File: src/rtl/unsigned_approx_mult_pkg.sv
// Shared constants and the reference definition of the approximated low-row sum.
package unsigned_approx_mult_pkg;

    localparam int DEF_W     = 8;
    localparam int DEF_L     = 4;
    localparam int DEF_PIPE  = 2;
    localparam int DEF_CNT_W = 16;
    localparam int DEF_PW    = 2 * DEF_W;

    // Widest operand the low-row function accepts; callers zero-extend.
    localparam int MAX_W     = 32;

    // Partial-product bit x[i] & y[j]; y indices outside [0, w-1] read as 0.
    function automatic logic pp_bit(input logic [MAX_W-1:0] x,
                                    input logic [MAX_W-1:0] y,
                                    input int i, input int j, input int w);
        logic [MAX_W-1:0] xs;
        logic [MAX_W-1:0] ys;
        if (j < 0 || j >= w) return 1'b0;
        xs = x >> i;
        ys = y >> j;
        return xs[0] & ys[0];
    endfunction

    // LOW: OR-compressed row pairs (2k, 2k+1), keeping columns w-1 .. 2k+w,
    // plus the unpaired top row for odd l over columns w-1 .. l+w-2.
    function automatic logic [2*MAX_W:0] low_rows_approx(input logic [MAX_W-1:0] x,
                                                         input logic [MAX_W-1:0] y,
                                                         input int w, input int l);
        logic [2*MAX_W:0] acc;
        logic [2*MAX_W:0] one;
        logic             t;
        acc = '0;
        one = {{(2*MAX_W){1'b0}}, 1'b1};
        for (int k = 0; 2*k + 1 < l; k++) begin
            for (int c = w - 1; c <= 2*k + w; c++) begin
                t = pp_bit(x, y, 2*k, c - 2*k, w) | pp_bit(x, y, 2*k + 1, c - 2*k - 1, w);
                if (t) acc = acc + (one << c);
            end
        end
        if (l % 2 == 1) begin
            for (int c = w - 1; c <= l + w - 2; c++) begin
                if (pp_bit(x, y, l - 1, c - l + 1, w)) acc = acc + (one << c);
            end
        end
        return acc;
    endfunction

endpackage

File: src/rtl/unsigned_approx_mult_pipe_lowrows.sv
// Combinational LOW term from the approximated rows x[L-1:0] and y.
module approx_lowrows_pp
    import unsigned_approx_mult_pkg::*;
#(
    parameter int W = DEF_W,
    parameter int L = DEF_L,
    localparam int XL = (L > 0) ? L : 1
) (
    input  logic [XL-1:0] i_x_low,
    input  logic [W-1:0]  i_y,
    output logic [2*W:0]  o_low
);

    logic [MAX_W-1:0] w_x_ext;
    logic [MAX_W-1:0] w_y_ext;

    assign w_x_ext = MAX_W'(i_x_low);
    assign w_y_ext = MAX_W'(i_y);

    // Same function the bench model uses, so there is one definition of LOW.
    always_comb begin
        o_low = (2*W+1)'(low_rows_approx(w_x_ext, w_y_ext, W, L));
    end

endmodule

File: src/rtl/unsigned_approx_mult_pipe.sv
// Pipelined W x W unsigned multiplier with runtime exact/approximate selection,
// valid/ready flow control and a saturating approximate-transaction counter.
module unsigned_approx_mult_pipe
    import unsigned_approx_mult_pkg::*;
#(
    parameter int W     = DEF_W,
    parameter int L     = DEF_L,
    parameter int PIPE  = DEF_PIPE,
    parameter int CNT_W = DEF_CNT_W
) (
    input  logic             clk,
    input  logic             rst_n,
    input  logic             in_valid,
    output logic             in_ready,
    input  logic [W-1:0]     x,
    input  logic [W-1:0]     y,
    input  logic             approx_en,
    output logic             out_valid,
    input  logic             out_ready,
    output logic [2*W-1:0]   z,
    output logic             z_approx,
    output logic [CNT_W-1:0] approx_cnt,
    input  logic             cnt_clr
);

    localparam int PW   = 2 * W;
    localparam int SW   = PW + 1;
    localparam int XL   = (L > 0) ? L : 1;
    localparam int NDLY = (PIPE > 1) ? PIPE - 1 : 1;

    logic             w_adv;
    logic [SW-1:0]    w_hi;
    logic [SW-1:0]    w_low;

    // Inputs to the final (summing) stage.
    logic             w_f_v;
    logic [SW-1:0]    w_f_hi;
    logic [SW-1:0]    w_f_low;
    logic [W-1:0]     w_f_x;
    logic [W-1:0]     w_f_y;
    logic             w_f_m;

    logic             r_out_v;
    logic [PW-1:0]    r_z;
    logic             r_za;
    logic [CNT_W-1:0] r_cnt;

    assign w_adv      = !r_out_v || out_ready;
    assign in_ready   = w_adv;
    assign out_valid  = r_out_v;
    assign z          = r_z;
    assign z_approx   = r_za;
    assign approx_cnt = r_cnt;

    // Exact high rows x[W-1:L] shifted back into place; zero when L = W.
    assign w_hi = (SW'(y) * SW'(x >> L)) << L;

    approx_lowrows_pp #(.W(W), .L(L)) u_lowrows (
        .i_x_low (x[XL-1:0]),
        .i_y     (y),
        .o_low   (w_low)
    );

    generate
        if (PIPE == 1) begin : g_single
            assign w_f_v   = in_valid;
            assign w_f_hi  = w_hi;
            assign w_f_low = w_low;
            assign w_f_x   = x;
            assign w_f_y   = y;
            assign w_f_m   = approx_en;
        end else begin : g_chain
            logic          r_v   [NDLY];
            logic [SW-1:0] r_hi  [NDLY];
            logic [SW-1:0] r_low [NDLY];
            logic [W-1:0]  r_x   [NDLY];
            logic [W-1:0]  r_y   [NDLY];
            logic          r_m   [NDLY];

            // Stage 1 captures partial results; later entries are plain delays.
            always_ff @(posedge clk or negedge rst_n) begin
                if (!rst_n) begin
                    for (int i = 0; i < NDLY; i++) begin
                        r_v[i]   <= 1'b0;
                        r_hi[i]  <= '0;
                        r_low[i] <= '0;
                        r_x[i]   <= '0;
                        r_y[i]   <= '0;
                        r_m[i]   <= 1'b0;
                    end
                end else if (w_adv) begin
                    r_v[0] <= in_valid;
                    if (in_valid) begin
                        r_hi[0]  <= w_hi;
                        r_low[0] <= w_low;
                        r_x[0]   <= x;
                        r_y[0]   <= y;
                        r_m[0]   <= approx_en;
                    end
                    for (int i = 1; i < NDLY; i++) begin
                        r_v[i] <= r_v[i-1];
                        if (r_v[i-1]) begin
                            r_hi[i]  <= r_hi[i-1];
                            r_low[i] <= r_low[i-1];
                            r_x[i]   <= r_x[i-1];
                            r_y[i]   <= r_y[i-1];
                            r_m[i]   <= r_m[i-1];
                        end
                    end
                end
            end

            assign w_f_v   = r_v[NDLY-1];
            assign w_f_hi  = r_hi[NDLY-1];
            assign w_f_low = r_low[NDLY-1];
            assign w_f_x   = r_x[NDLY-1];
            assign w_f_y   = r_y[NDLY-1];
            assign w_f_m   = r_m[NDLY-1];
        end
    endgenerate

    // Output stage: selects the exact or approximate sum; holds while stalled.
    always_ff @(posedge clk or negedge rst_n) begin
        if (!rst_n) begin
            r_out_v <= 1'b0;
            r_z     <= '0;
            r_za    <= 1'b0;
        end else if (w_adv) begin
            r_out_v <= w_f_v;
            if (w_f_v) begin
                r_z  <= w_f_m ? PW'(w_f_hi + w_f_low) : PW'(w_f_x) * PW'(w_f_y);
                r_za <= w_f_m;
            end
        end
    end

    // Saturating count of accepted approximate transfers; clear has priority.
    always_ff @(posedge clk or negedge rst_n) begin
        if (!rst_n) begin
            r_cnt <= '0;
        end else if (cnt_clr) begin
            r_cnt <= '0;
        end else if (in_valid && w_adv && approx_en && (r_cnt != {CNT_W{1'b1}})) begin
            r_cnt <= r_cnt + 1'b1;
        end
    end

endmodule

File: config.mk
export PLATFORM = sky130hd
export DESIGN_NAME = unsigned_approx_mult_pipe
export DESIGN_NICKNAME = d
export VERILOG_FILES = /design/src/rtl/unsigned_approx_mult_pkg.sv /design/src/rtl/unsigned_approx_mult_pipe_lowrows.sv /design/src/rtl/unsigned_approx_mult_pipe.sv
export SDC_FILE = /design/constraint.sdc
export NUM_CORES = 1
export LEC_CHECK = 0
export ABC_AREA = 1
export BUFFER_PORTS_ARGS = -buffer_cell sky130_fd_sc_hd__buf_4
export CAP_MARGIN = 20
export CORE_MARGIN = 2
export CORE_UTILIZATION = 53
export CTS_CLUSTER_DIAMETER = 50
export DETAILED_ROUTE_END_ITERATION = 8
export MAX_ROUTING_LAYER = met4
export PLACE_DENSITY = 0.72
export SYNTH_ARGS = -nofsm -noshare
export SYNTH_HDL_FRONTEND = slang
export SYNTH_SLANG_ARGS = --single-unit
File: constraint.sdc
create_clock -name clk -period 9.7 [get_ports clk]
set_input_delay 0.485 -clock clk [delete_from_list [all_inputs] [get_ports clk]]
set_output_delay 0.485 -clock clk [all_outputs]
set_load 0.01 [all_outputs]
==> summary.txt, run 1 <==
Floorplanning
  – # rows: 41
  – Initial Util: 54.5%
  – DIE HEIGHT: 118 microns
  – Die Wd: 118 microns
  – Die area: 14000 sq um
  – Ports: 57
  – Core area: 12700 sq um

Outcome
  – Outcome: completed

Place
  – DP Worst Slack: 5.61 ns
  – Cell Area, Placed: 7400 sq um
  – Dpl cells: 1157
  – GP Congestion: 0.938
  – DP Wirelength: 12300 microns
  – IO buf count: 56

STA
  – Setup Skew: 0.00518 ns
  – Max frequency: 245 MHz
  – Fin. max-slew vios: 0
  – Minimum clock period: 4.08 ns
  – Max-Slew Margin vs Limit: 38.9%
  – Hold WS: 0.289 ns
  – Setup TNS: 0 ns
  – Final hold violations: 0
  – RSZ-0062 raised after global routing: no
  – Setup ws final: 5.62 ns
  – Endpoints failing setup: 0
  – Least-Margin Pin Slew: 0.917 ns
  – Final period utilization: 42.1%

Final layout
  – Multi-input logic area: 4200 sq um
  – Reg area: 1750 sq um
  – Final nets: 1130
  – Non-filler instance count after layout: 1173
  – Syn-to-layout area delta: 11.9%
  – FILL cells: 1236
  – Cell area after layout: 7720 sq um
  – Finished Core Util: 61.0%
  – Share of cells above drive strength 1: 8.69%
  – N_diodes: 0

CTS
  – Post-CTS Setup Inserts: 0
  – Clk root buf: clkbuf_16
  – Clock Path Buffers: 2
  – Clk Latency, worst-skew pair: 0.34 ns
  – Clock sinks: 70
  – Post-CTS Resized: 0
  – CTS buffer count: 9
  – CTS tree: yes
  – Clock transition at path regs: 0.06 ns
  – Hold_buf cts: 0
  – CTS H-tree lvls: 3

Detailed routing
  – Vias per std cell: 5.00
  – DR iter-0 viols: 350
  – Total Routed Length: 15600 microns
  – # DRC: 0
  – Final antenna-violating net count: 0
  – DR pass1 iterations: 5
  – Wire length per cell: 13.3 microns
  – Vias: 5868

Synthesis
  – Post-synth top area cell: dfrtp_1
  – Post-synth EDFFs: 0
  – Synth Register Bits: 70
  – Sequential area share after synthesis: 25.4%
  – Top_reg_cell synth: dfrtp_1
  – Post-synthesis cell area: 6910 sq um
  – Ys Warns: 0
  – Syn_nets: 1096
  – Fraction of registers with async set/reset: 100%
  – Largest cells by area after synthesis: dfrtp_1, nand2_1, fa_1
  – Most frequent cell after synthesis: nand2_1
  – Synth Instances: 962
  – Post-synth top cells: nand2_1, inv_1, dfrtp_1
  – Synth top area share: 25.4%
  – Cell variety after synth: 40
  – Syn avg cell area: 7.18 sq um

Critical path
  – Crit path kind: register to register
  – Worst path arrival time: 4.36 ns
  – Worst setup SP type: register
  – CP required: 9.97 ns
  – Reg2reg setup slack: 5.62 ns
  – Critical path fanouts, max: 9
  – CP endpoint kind: register

Pwr
  – Leak: 4.62 nW
  – Worst vdd ir: 0.125 mV
  – Tot Pwr: 1.66 mW
  – Pwr dens: 215 nW/um^2

GRT
  – Total grt overflow: 0
  – First-pass GRT wire length: 27300 microns
  – Largest net degree at the start of global routing: 71
  – Initial antenna violation count: 0
  – Number of global-route vias before repair: 5839
  – Total GRT Usage: 25.0%

Min path
  – Hold Crit Class: primary input to async pin

Run
  – Maxcap violations: 0
[area by class of cell]
| class | count | share of cell area [%] |
|---|---|---|
| multi-input cells | 642 | 54.3 |
| repair buffers | 56 | 5.44 |
| inverters | 217 | 10.5 |
| clock inverters | 5 | 1.05 |
| well taps | 172 | 2.79 |
| flip-flops and latches | 70 | 22.7 |
| clock buffers | 11 | 3.14 |
[registers in the layout, summed over array words and instances, names as in the netlist]
name           count
approx_cnt        16
g_chain.r_hi      12
g_chain.r_low      6
g_chain.r_m        1
g_chain.r_v        1
g_chain.r_x        8
g_chain.r_y        8
out_valid          1
z                 16
z_approx           1
[kinds of logic after synthesis]
family | count (synthesis) | share of synthesized area [%]
AO/OA/AOI/OAI | 99 | 8.06
XOR/XNOR | 16 | 2.14
adder cells (fa/ha/maj) | 112 | 25.6
buffers and inverters | 250 | 13.8
flip-flops | 70 | 25.4
AND/OR/NAND/NOR | 415 | 25.0
[power breakdown]
part	total [mW]	internal, mW	leakage (nW)	switching [mW]
clock	0.359	0.232	0.156	0.127
combinational	0.880	0.343	3.58	0.537
sequential	0.422	0.354	0.886	0.0673
total	1.66	0.929	4.62	0.731
[critical path, stage by stage (launching register included)]
cell and delay (ns):
dfrtp_1 0.50, nand2_1 0.13, fa_1 0.52, fa_1 0.54, inv_1 0.05, fa_1 0.53
inv_1 0.05, fa_1 0.52, inv_1 0.04, ha_1 0.34, nand2_1 0.13, inv_1 0.05
nand2_1 0.06, nand2_1 0.06, a21oi_1 0.14, xor2_1 0.16, nand2_1 0.06, a21oi_1 0.13
[per-layer routing]
| layer | part of all wire [%] | global-route usage, % | vias up |
|---|---|---|---|
| li1 | - | - | 2989 |
| met4 | 3.0 | 9.79 | 0 |
| met5 | 0 | - | - |
| met1 | 44 | 31.0 | 2749 |
| met2 | 49 | 41.6 | 97 |
| met3 | 3.7 | 3.33 | 33 |
[path summary, 6_finish.rpt]
path	to	startpoint	cells after the start
setup / recovery	z[9]	g_chain.r_x[0]	17
hold / removal	z[14]	rst_n	1
setup reg to reg	z[9]	g_chain.r_x[0]	17
hold reg to reg	out_valid	g_chain.r_v	2
max in group asynchronous	g_chain.r_low[11]	rst_n	1
min in group clk	approx_cnt[0]	cnt_clr	2
[layout by cell type (no fill, tap or decap), drive strengths merged]
| cell | n |
|---|---|
| buf | 56 |
| o21bai | 3 |
| a31oi | 3 |
| xnor2 | 6 |
| xor2 | 10 |
| ha | 63 |
| nand2 | 283 |
| fa | 49 |
| clkbuf | 11 |
| clkinvlp | 1 |
| a22o | 3 |
| nand3 | 49 |
| nor3 | 11 |
| nor2 | 56 |
| inv | 218 |
| nand3b | 4 |
| dfrtp | 70 |
| a21boi | 2 |
| clkinv | 1 |
| a21oi | 32 |
| o31ai | 1 |
| o211ai | 2 |
| o22ai | 5 |
| or2 | 2 |
| nand4 | 10 |
| o21a | 1 |
| a21o | 1 |
| o21ai | 45 |
| bufinv | 2 |
| a32o | 1 |
No activity file was read; power rests on OpenSTA's default activity.
==> inputs of run 2 (changes only) <==
- PLACE_DENSITY: 0.72 -> 0.75
- clock period: 9.7 -> 3.5 ns (I/O delays scaled with it)
==> run 2 against run 1 <==
  * The flow now finishes with violations (negative setup slack)
  * Total power grew to 3.4 times the previous value
  * Global-route usage up 1.6 points
  * Sequential cell count did not move
  * Sequential share of layout area is 1.7 points lower
  * Largest cell class unchanged
==> summary.txt, run 2 (synthesis results as in run 1) <==
Critical path
  – Crit path max-delay family: adder cells
  – Slowest stage delay, CP: 0.55 ns
  – Worst setup SP type: register
  – Buf/Inv on CP: 5
  – CP endpoint kind: register
  – Crit-path slowest cell: fa_1
  – Critical path fanouts, max: 7
  – CP required: 3.77 ns
  – Crit path kind: register to register
  – Crit path top cell by count: fa_1
  – Worst path arrival time: 4.10 ns
  – Critical Path, Cell by Cell: buf_6 -> nand2_2 -> inv_2 -> fa_2 -> fa_1 -> fa_1 -> inv_1 -> fa_1 -> inv_2 -> ha_4 -> nand2_4 -> inv_1 -> nand2_1 -> nand2_2 -> a21oi_2 -> xor2_1 -> nand2_1 -> a21oi_1

CTS
  – Clock Path Buffers: 2
  – Clk Latency, worst-skew pair: 0.34 ns
  – Clock sinks: 70
  – Clock transition at path regs: 0.06 ns
  – Clk root buf: clkbuf_16
  – CTS tree: yes
  – CTS buffer count: 9
  – CTS H-tree lvls: 3

Final layout
  – Final nets: 1181
  – N_diodes: 0
  – FILL cells: 1117
  – Commonest non-fill, non-tap cell in the layout: nand2_1
  – Finished Core Util: 66.5%
  – Most frequent cells in the layout: nand2_1, inv_1, buf_4
  – Share of cells above drive strength 1: 19.9%
  – Syn-to-layout area delta: 21.9%

STA
  – Minimum clock period: 3.84 ns
  – Setup Skew: 0.00486 ns
  – Fin. max-slew vios: 0
  – Final hold violations: 0
  – Least-Margin Pin Slew: 0.886 ns
  – Max frequency: 261 MHz
  – Setup ws final: -0.338 ns
  – Endpoints failing setup: 10
  – Max-Slew Margin vs Limit: 40.9%
  – Final period utilization: 110%
  – Hold WS: 0.0174 ns
  – RSZ-0062 raised after global routing: yes

Place
  – DP Worst Slack: -0.411 ns
  – IO buf count: 56
  – GP Congestion: 0.923
  – DP Wirelength: 12900 microns

Floorplanning
  – Die Wd: 118 microns
  – Initial Util: 54.5%
  – Core area: 12700 sq um
  – Die area: 14000 sq um
  – Ports: 57
  – DIE HEIGHT: 118 microns
  – # rows: 41

Detailed routing
  – Wire length per cell: 13.8 microns
  – DR iter-0 viols: 355
  – Post-Route M1 WL: 7220 microns
  – Final antenna-violating net count: 0
  – # DRC: 0
  – Vias per std cell: 5.06
  – Metal3 WL: 613 microns
  – Met2 routed WL: 8610 microns
  – DR pass1 iterations: 5
  – Vias: 6183
  – Total Routed Length: 16800 microns
  – Top sig layer: met4

Pwr
  – Pwr dens: 667 nW/um^2
  – Leak: 4.88 nW
  – Worst vdd ir: 0.348 mV
  – Tot Pwr: 5.62 mW

GRT
  – Number of global-route vias before repair: 6273
  – Total grt overflow: 0
  – Initial antenna violation count: 0
  – Total GRT Usage: 26.6%
  – Largest net degree at the start of global routing: 71
  – First-pass GRT wire length: 29200 microns

Outcome
  – Outcome: finished with violations
  – Failing checks: negative setup slack

Run
  – Maxcap violations: 0

Min path
  – Hold Crit Class: primary input to register
-- run 2: cell types whose count changed in the layout (fill, tap and decap cells not counted), moves of 7 or more --
| cell | change |
|---|---|
| buf_4 | +45 |
| dfrtp_1 | -11 |
| dfrtp_2 | +11 |
| ha_1 | -8 |
| ha_4 | +7 |
| inv_1 | -13 |
| inv_2 | +13 |
| nand2_1 | -18 |
| nand2_2 | +13 |
-- run 2: where the power goes --
group	switching, mW	internal (mW)	total, mW
Clock	0.347	0.561	0.908
Combinational	1.96	1.59	3.55
Sequential	0.171	0.986	1.16
-- run 2: layout make-up --
class                   instances  area, sq um  area share [%]
multi-input cells             642         4510            53.6
flip-flops and latches         70         1770            21.0
repair buffers                107          825            9.79
inverters                     217          815            9.67
clock buffers                  10          239            2.84
well taps                     172          215            2.56
clock inverters                 4         48.8           0.579
-- run 2: per-layer routing --
metal / vias up / global-route usage, %
li1: 3092 / -
met2: 128 / 45.6
met1: 2934 / 32.6
met4: 0 / 7.83
met5: - / -
met3: 29 / 3.91
-- run 2: what timing repair did --
action,in CTS,in global routing
hold endpoints to repair,32,0
gates cloned,0,0
hold buffers,1,0
buffers inserted,12,4
resized for setup,45,35
endpoints found under the setup margin,11,11
pin swaps,29,23
-- run 2: final timing paths --
| check | end | slack [ns] | startpoint | cells past startpoint |
|---|---|---|---|---|
| hold / removal | approx_cnt[0] | 0.02 | cnt_clr | 2 |
| setup reg to reg | z[9] | -0.34 | g_chain.r_y[4] | 18 |
| max in group asynchronous | g_chain.r_x[3] | 2.35 | rst_n | 2 |
| setup / recovery | z[9] | -0.34 | g_chain.r_y[4] | 18 |
| min in group asynchronous | z[11] | 0.50 | rst_n | 2 |
| hold reg to reg | g_chain.r_hi[5] | 0.49 | g_chain.r_hi[5] | 2 |
-- run 2: per-stage QoR --
step                std cells  instance area (sq um)  setup TNS [ns]
floorplan                 962                   7060          -0.526
global placement         1191                   7730           -2.72
detailed placement       1191                   7730           -3.24
CTS                      1218                   8250           -1.91
global route             1222                   8420           -4.14
finish                   1222                   8420           -2.25
